===== src/rtl/alu_pkg.sv =====
// alu_pkg: shared class/opcode/flag/state constants for the sequenced ALU
package alu_pkg;
   localparam logic [1:0] SM_MEM = 2'b00, SM_ARITH = 2'b01, SM_LOGIC = 2'b10, SM_FLOW = 2'b11;
   localparam logic [3:0] OP_LDI = 4'd0, OP_LDM = 4'd1, OP_STM = 4'd2;
   localparam logic [3:0] OP_CMP = 4'd0, OP_ADD = 4'd1, OP_SUB = 4'd2, OP_ADC = 4'd3, OP_MUL = 4'd4;
   localparam logic [3:0] OP_AND = 4'd0, OP_OR = 4'd1, OP_XOR = 4'd2, OP_NOT = 4'd3, OP_SL0 = 4'd4;
   localparam logic [3:0] OP_SL1 = 4'd5, OP_SR0 = 4'd6, OP_SR1 = 4'd7, OP_ROL = 4'd8, OP_ROR = 4'd9;
   localparam logic [3:0] OP_JMP = 4'd0, OP_JNZ = 4'd1, OP_JZ = 4'd2, OP_JNC = 4'd3, OP_JC = 4'd4;
   localparam int FLG_C = 0, FLG_Z = 1, FLG_N = 2, FLG_V = 3;
   localparam logic [0:0] ST_IDLE = 1'b0, ST_MUL = 1'b1;
endpackage


===== src/rtl/alu_mul_seq.sv =====
// alu_mul_seq: iterative shift-add multiplier, one partial product per cycle
module alu_mul_seq #(
   parameter int WIDTH = 8
) (
   input  logic               clk,
   input  logic               rst_n,
   input  logic               start,
   input  logic [WIDTH-1:0]   a,
   input  logic [WIDTH-1:0]   b,
   output logic               busy,
   output logic               done,
   output logic [2*WIDTH-1:0] prod
);
   localparam int CW = $clog2(WIDTH + 1);
   logic [CW-1:0]      cnt;
   logic [2*WIDTH-1:0] mcand;
   logic [WIDTH-1:0]   mplier;
   assign done = busy && cnt == CW'(WIDTH);
   always_ff @(posedge clk) begin
      if (!rst_n) begin
         busy   <= 1'b0;
         cnt    <= '0;
         prod   <= '0;
         mcand  <= '0;
         mplier <= '0;
      end else if (start) begin
         busy   <= 1'b1;
         cnt    <= '0;
         prod   <= '0;
         mcand  <= {{WIDTH{1'b0}}, a};
         mplier <= b;
      end else if (busy) begin
         if (done) busy <= 1'b0;
         else begin
            prod   <= prod + (mplier[0] ? mcand : '0);
            mcand  <= mcand << 1;
            mplier <= mplier >> 1;
            cnt    <= cnt + 1'b1;
         end
      end
   end
endmodule


===== src/rtl/alu_seq.sv =====
// alu_seq: handshaked ALU with flag file, branch resolve and sequential multiply
module alu_seq import alu_pkg::*; #(
   parameter int WIDTH  = 8,
   parameter bit MUL_EN = 1'b1
) (
   input  logic             clk,
   input  logic             rst_n,
   input  logic             in_valid,
   output logic             in_ready,
   input  logic [1:0]       sm,
   input  logic [3:0]       op,
   input  logic [WIDTH-1:0] rs1,
   input  logic [WIDTH-1:0] rs2,
   output logic             out_valid,
   input  logic             out_ready,
   output logic [WIDTH-1:0] rd,
   output logic             wb_en,
   output logic             br_taken,
   output logic [3:0]       flags,
   output logic             illegal
);
   logic [0:0]         state;
   logic               acc, is_mul, mul_busy, mul_done;
   logic [2*WIDTH-1:0] prod;
   logic [WIDTH:0]     sum, dif;
   logic [WIDTH-1:0]   res, zv;
   logic               c_n, v_n, upd, wb_n, br_n, ill_n;
   logic [3:0]         fnew, mfl;
   assign in_ready = rst_n && state == ST_IDLE && !mul_busy && (!out_valid || out_ready);
   assign is_mul   = MUL_EN && sm == SM_ARITH && op == OP_MUL;
   assign acc      = in_valid && in_ready;
   assign fnew     = {v_n, zv[WIDTH-1], zv == '0, c_n};
   assign mfl      = {1'b0, prod[WIDTH-1], prod[WIDTH-1:0] == '0, |prod[2*WIDTH-1:WIDTH]};
   always_comb begin
      sum   = {1'b0, rs1} + {1'b0, rs2} + {{WIDTH{1'b0}}, op == OP_ADC && flags[FLG_C]};
      dif   = {1'b0, rs1} - {1'b0, rs2};
      res   = '0;
      zv    = '0;
      c_n   = 1'b0;
      v_n   = 1'b0;
      upd   = 1'b0;
      wb_n  = 1'b0;
      br_n  = 1'b0;
      ill_n = 1'b0;
      case (sm)
         SM_MEM: begin
            ill_n = op > OP_STM;
            res   = ill_n ? '0 : rs2;
            wb_n  = op == OP_LDI || op == OP_LDM;
         end
         SM_ARITH: case (op)
            OP_CMP, OP_SUB: begin
               res  = op == OP_CMP ? rs1 : dif[WIDTH-1:0];
               zv   = dif[WIDTH-1:0];
               c_n  = ~dif[WIDTH];
               v_n  = (rs1[WIDTH-1] != rs2[WIDTH-1]) && (dif[WIDTH-1] != rs1[WIDTH-1]);
               upd  = 1'b1;
               wb_n = op == OP_SUB;
            end
            OP_ADD, OP_ADC: begin
               res  = sum[WIDTH-1:0];
               zv   = sum[WIDTH-1:0];
               c_n  = sum[WIDTH];
               v_n  = (rs1[WIDTH-1] == rs2[WIDTH-1]) && (sum[WIDTH-1] != rs1[WIDTH-1]);
               upd  = 1'b1;
               wb_n = 1'b1;
            end
            OP_MUL:  ill_n = !MUL_EN;
            default: ill_n = 1'b1;
         endcase
         SM_LOGIC: begin
            case (op)
               OP_AND: res = rs1 & rs2;
               OP_OR:  res = rs1 | rs2;
               OP_XOR: res = rs1 ^ rs2;
               OP_NOT: res = ~rs1;
               OP_SL0: {c_n, res} = {rs1, 1'b0};
               OP_SL1: {c_n, res} = {rs1, 1'b1};
               OP_SR0: {res, c_n} = {1'b0, rs1};
               OP_SR1: {res, c_n} = {1'b1, rs1};
               OP_ROL: {c_n, res} = {rs1[WIDTH-1], rs1[WIDTH-2:0], rs1[WIDTH-1]};
               OP_ROR: {res, c_n} = {rs1[0], rs1[WIDTH-1:1], rs1[0]};
               default: ill_n = 1'b1;
            endcase
            zv   = res;
            upd  = !ill_n;
            wb_n = !ill_n;
         end
         default: begin
            ill_n = op > OP_JC;
            res   = ill_n ? '0 : rs2;
            br_n  = !ill_n && (op == OP_JMP || (op == OP_JNZ && !flags[FLG_Z]) ||
                    (op == OP_JZ && flags[FLG_Z]) || (op == OP_JNC && !flags[FLG_C]) ||
                    (op == OP_JC && flags[FLG_C]));
         end
      endcase
   end
   alu_mul_seq #(.WIDTH(WIDTH)) u_mul (
      .clk   (clk),
      .rst_n (rst_n),
      .start (acc && is_mul),
      .a     (rs1),
      .b     (rs2),
      .busy  (mul_busy),
      .done  (mul_done),
      .prod  (prod)
   );
   always_ff @(posedge clk) begin
      if (!rst_n) begin
         state     <= ST_IDLE;
         out_valid <= 1'b0;
         rd        <= '0;
         wb_en     <= 1'b0;
         br_taken  <= 1'b0;
         illegal   <= 1'b0;
         flags     <= '0;
      end else if (mul_done) begin
         state     <= ST_IDLE;
         out_valid <= 1'b1;
         rd        <= prod[WIDTH-1:0];
         wb_en     <= 1'b1;
         br_taken  <= 1'b0;
         illegal   <= 1'b0;
         flags     <= mfl;
      end else if (acc && is_mul) begin
         state     <= ST_MUL;
         out_valid <= 1'b0;
      end else if (acc) begin
         out_valid <= 1'b1;
         rd        <= res;
         wb_en     <= wb_n;
         br_taken  <= br_n;
         illegal   <= ill_n;
         if (upd) flags <= fnew;
      end else if (out_ready) out_valid <= 1'b0;
   end
endmodule


===== config.mk =====
export PLATFORM = sky130hd
export DESIGN_NAME = alu_seq
export DESIGN_NICKNAME = d
export VERILOG_FILES = /design/src/rtl/alu_pkg.sv /design/src/rtl/alu_mul_seq.sv /design/src/rtl/alu_seq.sv
export SDC_FILE = /design/constraint.sdc
export NUM_CORES = 1
export LEC_CHECK = 0
export BUFFER_PORTS_ARGS = -buffer_cell sky130_fd_sc_hd__buf_2
export CORE_AREA = 2 2 103 105
export DETAILED_ROUTE_END_ITERATION = 8
export DIE_AREA = 0 0 105 107
export HOLD_SLACK_MARGIN = 0.12
export PLACE_DENSITY = 0.75
export SLEW_MARGIN = 20
export SYNTH_ARGS = -nofsm -noshare
export SYNTH_HDL_FRONTEND = slang
export SYNTH_SLANG_ARGS = --single-unit

===== constraint.sdc =====
create_clock -name clk -period 2.55 [get_ports clk]
set_input_delay 0.1275 -clock clk [delete_from_list [all_inputs] [get_ports clk]]
set_output_delay 0.1275 -clock clk [all_outputs]
set_load 0.02 [all_outputs]

==> flow_results.org, run 1 <==
** Run status
- Outcome :: finished clean

** Placement
- Including well taps, the total number of placed cells is ~930.
- DPL Wire Length :: between 10000 and 15000 um
- Port buffering added 42 buffers.
- At the end of routability-driven placement, the weighted congestion stood at approximately 0.93.

** Synth
- The compound-gate portion of the synthesized area was 0.277.
- Largest family of logic cells by synthesized area :: compound AO/OA/AOI/OAI gates
- Counting flops with a built-in enable in the synthesized netlist gives 0.
- Yosys printed 0 warnings.
- After synthesis the netlist holds a flip-flop and latch count of between 60 and 70.
- Post-synthesis net count :: about 800
- Of the total synthesized cell area, the portion taken by full adders, half adders and majority gates is 0.122.
- Synthesis handed over a netlist of 722 instances.
- Avg Cell Area, Syn :: 7.47 um2
- The portion of synthesized area spent on multiplexers is 0.0325.
- Synth unique cells :: 70
- The share of the Yosys chip area taken by registers is 0.230.
- Top_reg_cell synth :: sky130_fd_sc_hd__dfxtp_1
- Asr flop ratio synth :: 0
- Area of the mapped netlist :: about 5400 um2
- Simple-gate share of the synthesized area :: 0.241
- Xor-xnor portion of the synthesized cell area :: 0.0357

** Finish
- Area Overhead vs Synth :: 20.5%
- The number of antenna diodes in the final layout is 0.
- The library cells used most frequently in the layout, excluding fill and tap cells, are 113 x sky130_fd_sc_hd__nand2_1, 72 x sky130_fd_sc_hd__buf_4, 60 x sky130_fd_sc_hd__dfxtp_1.
- After the last flow step, the layout net total stands at between 800 and 900.
- Ratio of cells with drive above 1 in the final layout :: 0.201
- Leaving out filler cells and counting taps, the final layout contains between 900 and 1000.
- The library cell used most frequently in the layout, excluding fill and tap cells, is sky130_fd_sc_hd__nand2_1.

** Setup path
- Type of the worst setup path :: reg2reg
- CP cell instances :: nand3_2 -> fa_2 -> fa_2 -> nor2b_2 -> o211ai_1 -> a221o_1 -> o211ai_1 -> o21a_1 -> o21ai_1 -> a32o_1
- Counting cells, the worst reg-to-reg path comes to 10.
- Along the worst path, the maximum fanout reaches 2.
- Together, buffers and inverters on the worst path number 0.
- Max stage delay cell, worst path :: sky130_fd_sc_hd__fa_2
- STA puts the critical path data required time at 2790 ps.
- Data on the critical path arrives at its endpoint at between 2000 and 3000 ps.
- Family of cells with the greatest summed delay on the critical path :: compound AO/OA/AOI/OAI gates
- Endpoint kind of the worst setup timing path :: flop
- In this run the register-to-register setup slack is ~47 ps.
- Slowest Stage Delay on Critical Path :: 400 ps
- Reg-to-reg critical path endpoint :: rd[6]
- Critical Path Start Type :: flop
- Reg2Reg Launch Point :: flags[0]

** GRT
- Pin count of the biggest net entering global routing :: 36
- First-pass GRT wire length :: roughly 28000 um
- Global routing usage summed across all routing layers :: 0.307
- Number of global-route vias before repair :: 5511
- Global routing finished with a remaining overflow of 0.
- The initial antenna violation count is 0.

** Routing
- Iteration-0 DRC Markers :: a little under 700
- DR DRC count :: 0
- WL met3 :: approximately 1400 um
- The detailed router used layers up to and including met4.
- Average vias per placed instance :: 6.17
- First-pass detailed-route iteration total :: 5
- Wires add up to 17200 um.
- The detail route stage leaves a number of antenna-violating nets equal to 0.
- After detailed routing, the wire length on met1 is around 7600 um.
- In the final routed layout, each cell accounts on average for 18.1 um.
- Via count of the routed design :: 5865
- Routed length on met2 :: roughly 7700 um

** Clocking
- CTS root buf :: sky130_fd_sc_hd__clkbuf_8
- Clock tree from TritonCTS :: done
- The clock passes through at most 2 buffers.
- TritonCTS created 9 clock buffers.
- The clock reaches the later pin of the worst-skew pair after around 350 ps.
- CTS built an H-tree with a depth of 3.
- The tree built by TritonCTS fans out to between 60 and 70 sinks.
- After clock tree synthesis, the clock-pin slew on the worst setup and hold paths is roughly 70 ps.

** Floorplanning
- Horizontal die dimension :: ~110 um
- The initial utilization of the core area, before any placement, comes to 0.534.
- 43 I/O pins were placed.
- The die covers 11200 um2.
- The floorplan step set the die height to 107 um.
- The core region is between 10000 and 15000 um2.
- The initialized floorplan defines 37 standard-cell rows.

** Power
- For this design the static power due to leakage is around 2.8 nW.
- Pwr per Cell Area :: 384 nW/um2
- Total chip power :: between 2 and 2.5 mW
- IR analysis of the VDD net gives a maximum drop of approximately 0.26 mV.

** Timing
- The final count of hold timing violations is 0.
- Measured against its own limit, the worst slew margin works out to 0.477.
- Share of the clock period used by the worst path :: 0.982
- Setup repair after global routing could not meet its margin everywhere.
- Setup violations remaining at the end of the flow were counted as 0.
- Number of pins exceeding their max-slew limit in the final report :: 0
- Setup Skew :: 6.59 ps
- Final hold analysis gives a worst-case slack of roughly 180 ps.
- Slew @ Worst Pin :: roughly 780 ps
- For this run, the top clock speed supported by timing is about 400 MHz.
- The clock period could shrink to 2500 ps.

** Hold path
- The worst hold path terminates at u_mul.mplier[0].
- Beginning of the worst hold path :: rs2[0]
- The path class of the tightest hold or removal check is in2reg.
- The worst hold path was traced through 3 stages.

** Job
- The tool flagged a number of max-cap violations equal to 0.
## cells in the mapped netlist (5+ instances only)
cell | n | area share
sky130_fd_sc_hd__nand2_1 | 113 | 0.079
sky130_fd_sc_hd__dfxtp_1 | 62 | 0.23
sky130_fd_sc_hd__a21oi_1 | 57 | 0.053
sky130_fd_sc_hd__ha_1 | 46 | 0.11
sky130_fd_sc_hd__nor2_1 | 45 | 0.031
sky130_fd_sc_hd__inv_1 | 42 | 0.029
sky130_fd_sc_hd__o21ai_0 | 36 | 0.033
sky130_fd_sc_hd__clkbuf_1 | 34 | 0.024
sky130_fd_sc_hd__and2_1 | 19 | 0.022
sky130_fd_sc_hd__nand3_1 | 18 | 0.017
sky130_fd_sc_hd__a21boi_0 | 15 | 0.021
sky130_fd_sc_hd__nor3_1 | 15 | 0.014
sky130_fd_sc_hd__a22oi_1 | 14 | 0.019
sky130_fd_sc_hd__xnor2_1 | 14 | 0.023
sky130_fd_sc_hd__mux2i_1 | 13 | 0.024
sky130_fd_sc_hd__nor2b_1 | 11 | 0.013
sky130_fd_sc_hd__a211oi_1 | 10 | 0.014
sky130_fd_sc_hd__a31oi_1 | 9 | 0.010
sky130_fd_sc_hd__a222oi_1 | 8 | 0.015
sky130_fd_sc_hd__xor2_1 | 8 | 0.013
sky130_fd_sc_hd__nand2b_1 | 7 | 0.0081
sky130_fd_sc_hd__nor4_1 | 7 | 0.0081
sky130_fd_sc_hd__o211a_1 | 7 | 0.013
sky130_fd_sc_hd__o211ai_1 | 7 | 0.0097
sky130_fd_sc_hd__a21o_1 | 6 | 0.0084
sky130_fd_sc_hd__and3_1 | 6 | 0.0070
sky130_fd_sc_hd__a221oi_1 | 5 | 0.0081
sky130_fd_sc_hd__o21bai_1 | 5 | 0.0070
sky130_fd_sc_hd__or2_2 | 5 | 0.0058
## worst min-delay path, cell delays in order
cell	delay (ps)
sky130_fd_sc_hd__buf_2	100
sky130_fd_sc_hd__buf_4	130
sky130_fd_sc_hd__o211a_1	150
## layout make-up
class                   instances  area [um2]
clock buffers                  11         141
clock inverters                 5        58.8
fillers                       907        3590
inverters                      42         158
multi-input cells             577        3910
flip-flops and latches         62        1250
well taps                     136         170
repair buffers                118         811
## sequential cells by signal, indices dropped and copies added, names as in the netlist
register,cells
br_taken,1
u_mul.mplier,8
u_mul.mcand,16
state,1
illegal,1
rd,8
out_valid,1
wb_en,1
u_mul.busy,1
flags,4
u_mul.prod,16
u_mul.cnt,4
## report_power, final
part / total (mW) / internal (mW) / switching [mW]
combinational: 0.626 / 0.261 / 0.365
clock: 0.882 / 0.478 / 0.404
sequential: 0.986 / 0.977 / 0.00850
total: 2.49 / 1.72 / 0.777
## timing repair
item                                    CTS  global route
hold endpoints to repair                  2             0
resized for setup                         3            17
pin swaps                                 2             5
hold buffers                              2             0
setup buffers                             1             0
endpoints found under the setup margin    2            11
## logic make-up after synthesis
kind of cell	after synthesis
and+or+nand+nor	271
buffers and inverters	83
DFF	62
AOI/OAI and AO/OA	218
adders and majority gates	50
muxes	16
xor gates and xnor gates	22
## metal layers
metal	global-route usage	vias to the layer above
met2	0.481	273
met3	0.0675	39
met4	0.100	0
li1	-	2787
met1	0.419	2766
met5	0	-
## worst max path at each step
stage	cells past startpoint	end	from
6_report	10	rd[6]	flags[0]
5_1_grt	9	flags[1]	flags[0]
4_1_cts	10	rd[6]	flags[0]
3_5_place_dp	12	rd[6]	op[2]
3_3_place_gp	12	rd[6]	op[2]
2_1_floorplan	13	rd[6]	op[1]
## per-stage QoR
stage / utilization / setup TNS, ps / area, um2 / worst slack (ps)
after floorplan: - / -45.9 / 5420 / -45.9
after global routing: 0.644 / -171 / 6500 / -68.3
after CTS: 0.637 / 0 / 6420 / 23.8
after global placement: 0.613 / -101 / 6190 / -41.5
after detailed placement: 0.613 / -159 / 6190 / -85.0
final: 0.644 / 0 / 6500 / 46.8
(Power assumes the default switching activity.)
==> run 2: changes to the inputs <==
--- a/config.mk
+++ b/config.mk
@@ -6,11 +6,11 @@
 export NUM_CORES = 1
 export LEC_CHECK = 0
 export BUFFER_PORTS_ARGS = -buffer_cell sky130_fd_sc_hd__buf_2
-export CORE_AREA = 2 2 103 105
+export CORE_AREA = 2 2 118 91
 export DETAILED_ROUTE_END_ITERATION = 8
-export DIE_AREA = 0 0 105 107
+export DIE_AREA = 0 0 120 93
 export HOLD_SLACK_MARGIN = 0.12
-export PLACE_DENSITY = 0.75
+export PLACE_DENSITY = 0.76
 export SLEW_MARGIN = 20
 export SYNTH_ARGS = -nofsm -noshare
 export SYNTH_HDL_FRONTEND = slang
==> constraint.sdc (replaced) <==
create_clock -name clk -period 2.22 [get_ports clk]
set_input_delay 0.111 -clock clk [delete_from_list [all_inputs] [get_ports clk]]
set_output_delay 0.111 -clock clk [all_outputs]
set_load 0.02 [all_outputs]
==> flow_results.org, run 2 (synthesized netlist as in run 1, its figures left out) <==
** Run status
- Outcome :: finished with violations
- Failing checks :: negative setup slack

** Timing
- The achievable clock frequency was 406 MHz (+1.7%).
- RSZ-0062 raised after global routing :: yes
- Hold Slack :: 173 ps (-8.93 ps)
- Relative slew margins :: 0.486 (+0.00910)
- Share of the clock period used by the worst path :: 1.11 (+0.127)
- Setup Skew :: 7.76 ps (+1.17 ps)
- Minimum setup slack in the final design :: -242 ps (-289 ps)
- Setup TNS after final layout :: -1420 ps (-1420 ps)
- The final count of negative-setup-slack endpoints is 15 (+15).
- The final count of hold timing violations is 0 (unchanged).
- The number of pins exceeding their max-slew limit in the final report came to 0 (unchanged).
- The actual transition at the worst max-transition pin is 769 ps (-9.19 ps).
- Fin crit period :: 2460 ps (-41.2 ps)

** Finish
- The library cell used most frequently in the layout, excluding fill and tap cells, is sky130_fd_sc_hd__buf_4.
- Top Registers :: u_mul.mcand: 16 flops, u_mul.prod: 16 flops
- Diodes inserted :: 0 (unchanged)
- The layout net count was 964 (+8.8%).
- From synthesis to final layout, the design area changed by 37.4%.
- The post-layout instance count excluding filler cells was 1029 (+8.2%).
- Ratio of cells with drive above 1 in the final layout :: 0.324 (+0.122)
- Most frequent cells in the layout :: 148 x sky130_fd_sc_hd__buf_4, 112 x sky130_fd_sc_hd__nand2_1, 60 x sky130_fd_sc_hd__dfxtp_1
- The total non-filler cell area in the finished layout is 7410 um2 (+14%).
- Filler instances :: 782 (-14%)

** Floorplanning
- The die area is 11200 um2 (-0.67%).
- Horizontal die dimension :: 120 um (+14%)
- The starting utilization of the core area was 0.537 (+0.00226).
- Core Area :: 10000 um2 (-0.42%)
- The die span in y came to 93 um (-13%).
- The number of placement rows came to 32 (-14%).
- # IOs :: 43 (unchanged)

** Placement
- The number of buffers inserted by port buffering was 42 (unchanged).
- Placed instance area :: 6770 um2 (+9.4%)
- DPL Wire Length :: 14900 um (+13%)
- Routability-driven placement congestion ratio :: 0.980 (+5.1%)
- The number of instances in the placed design was 1004 (+7.7%).

** Routing
- First-pass detailed-route iteration total :: 8 (+3)
- DR DRC count :: 0 (unchanged)
- Antenna-violating nets left :: 0 (unchanged)
- Wire length per cell :: 19.7 um (+9.3%)
- Average vias per placed instance :: 6.06 (-1.8%)
- The detailed router's first-iteration violation count was 797 (+15%).
- The final wirelength was 20300 um (+18%).
- The number of vias after detailed routing was 6231 (+6.2%).

** Power
- The total power was 3.29 mW (+32%).
- Total internal power :: 2.28 mW (+33%)
- Peak supply drop :: 0.403 mV (+56%)
- The portion of total power attributed to combinational logic came to 0.260 (+0.009).
- The clock network power share is 0.396 (+0.042).
- Switching power as a share of total power :: 0.308 (-0.00380)
- The switching power of the nets is 1.01 mW (+30%).
- Pwr per Cell Area :: 444 nW/um2 (+16%)
- The sequential group share of total power came to 0.345 (-0.050).
- The leakage power summed over all cells was 3.26 nW (+16%).

** Setup path
- Highest net fanout along the worst path :: 2 (unchanged)
- The worst setup path is of the reg2reg kind.
- Most frequent cell on the critical path :: sky130_fd_sc_hd__fa_2
- Traced cell by cell, the critical path runs through nand3_2 -> fa_2 -> fa_2 -> nor2b_4 -> o211ai_1 -> a221o_1 -> a21boi_0 -> o21ai_0 -> a41oi_1.
- Endpoint kind of the worst setup timing path :: flop
- Arrival time at the worst endpoint :: 2720 ps (-20 ps)
- The largest individual stage delay along the critical path comes from the cell sky130_fd_sc_hd__fa_2.
- The data required time of the critical path was 2470 ps (-320 ps).
- Critical Path Start Type :: flop
- Slowest Stage Delay on Critical Path :: 390 ps (about the same)

** Clocking
- Largest buffer count on any clock path :: 2 (unchanged)
- The maximum level of the CTS H-tree came to 3 (unchanged).
- The clock latency of the later-clocked register in the worst-skew pair is 340 ps (about the same).
- The number of clock buffers inserted by TritonCTS came to 9 (unchanged).
- Clock tree synthesis selected as its root buffer the cell sky130_fd_sc_hd__clkbuf_16.
- Clock tree from TritonCTS :: done
- Clock transition time at the flip-flop clock pins of the worst setup and hold paths :: 60 ps (about the same)
- Number of sinks on the clock net :: 62 (unchanged)

** Hold path
- In this run the worst hold path is classified as in2reg.

** GRT
- The total global routing track utilization came to 0.357 (+0.0500).
- The first-pass GRT wire length was 31000 um (+13%).
- Number of global-route vias before repair :: 5871 (+6.5%)
- Global route total overflow :: 0 (unchanged)
- The maximum number of pins on one net before global-route repair came to 36 (unchanged).
- The initial antenna violation count was 0 (unchanged).

** Job
- The number of maximum-capacitance violations was 0 (unchanged).
## run 2: power by group through the flow
stage / combinational (mW) / sequential, mW / clock, mW
floorplan: 0.409 / 1.17 / 0
global placement: 0.764 / 1.16 / 0
detailed placement: 0.772 / 1.16 / 0
CTS: 0.786 / 1.13 / 1.30
global route: 0.908 / 1.13 / 1.35
finish: 0.854 / 1.13 / 1.30
## run 2: area by class of cell
cell class / instances / area [um2] / area share
clock buffer: 12 / 246 / 0.0333
tap: 136 / 170 / 0.0230
clock inverter: 4 / 22.5 / 0.00304
timing repair buffer: 196 / 1390 / 0.188
inverter: 42 / 158 / 0.0213
sequential: 62 / 1250 / 0.168
multi-input combinational: 577 / 4170 / 0.564
## run 2: final timing paths
check / depth (start not counted) / end / start / slack, ps
worst min-delay path: 3 / u_mul.mplier[0] / rs2[0] / 170
worst max-delay path: 9 / flags[0] / flags[0] / -240
worst max register to register: 9 / flags[0] / flags[0] / -240
worst min register to register: 2 / u_mul.mcand[15] / u_mul.mcand[15] / 460
## run 2: what timing repair did
action / in CTS / in global routing
pin swaps: 37 / 36
setup buffers: 4 / 5
setup endpoints to repair: 17 / 20
gates cloned: 0 / 1
resized for setup: 31 / 40
hold buffers: 1 / 0
hold endpoints to repair: 1 / 0
## run 2: worst max-delay path, delay by kind of cell, from the launching register on
| family | cells | cell delay, ps |
|---|---|---|
| adder cells (fa/ha/maj) | 2 | 750 |
| AND/OR/NAND/NOR | 2 | 210 |
| flip-flops | 1 | 340 |
| AO/OA/AOI/OAI | 5 | 1090 |
## run 2: per-layer routing
layer,wire length (um),global-route usage
met2,8520,0.521
met3,1930,0.0768
met5,0,0
met4,579,0.107
met1,9280,0.524
## run 2: metrics by stage
step	setup slack, ps	utilization
2_1_floorplan	-359	-
3_3_place_gp	-368	0.674
3_5_place_dp	-415	0.674
4_1_cts	-184	0.719
5_1_grt	-315	0.737
6_report	-242	0.737
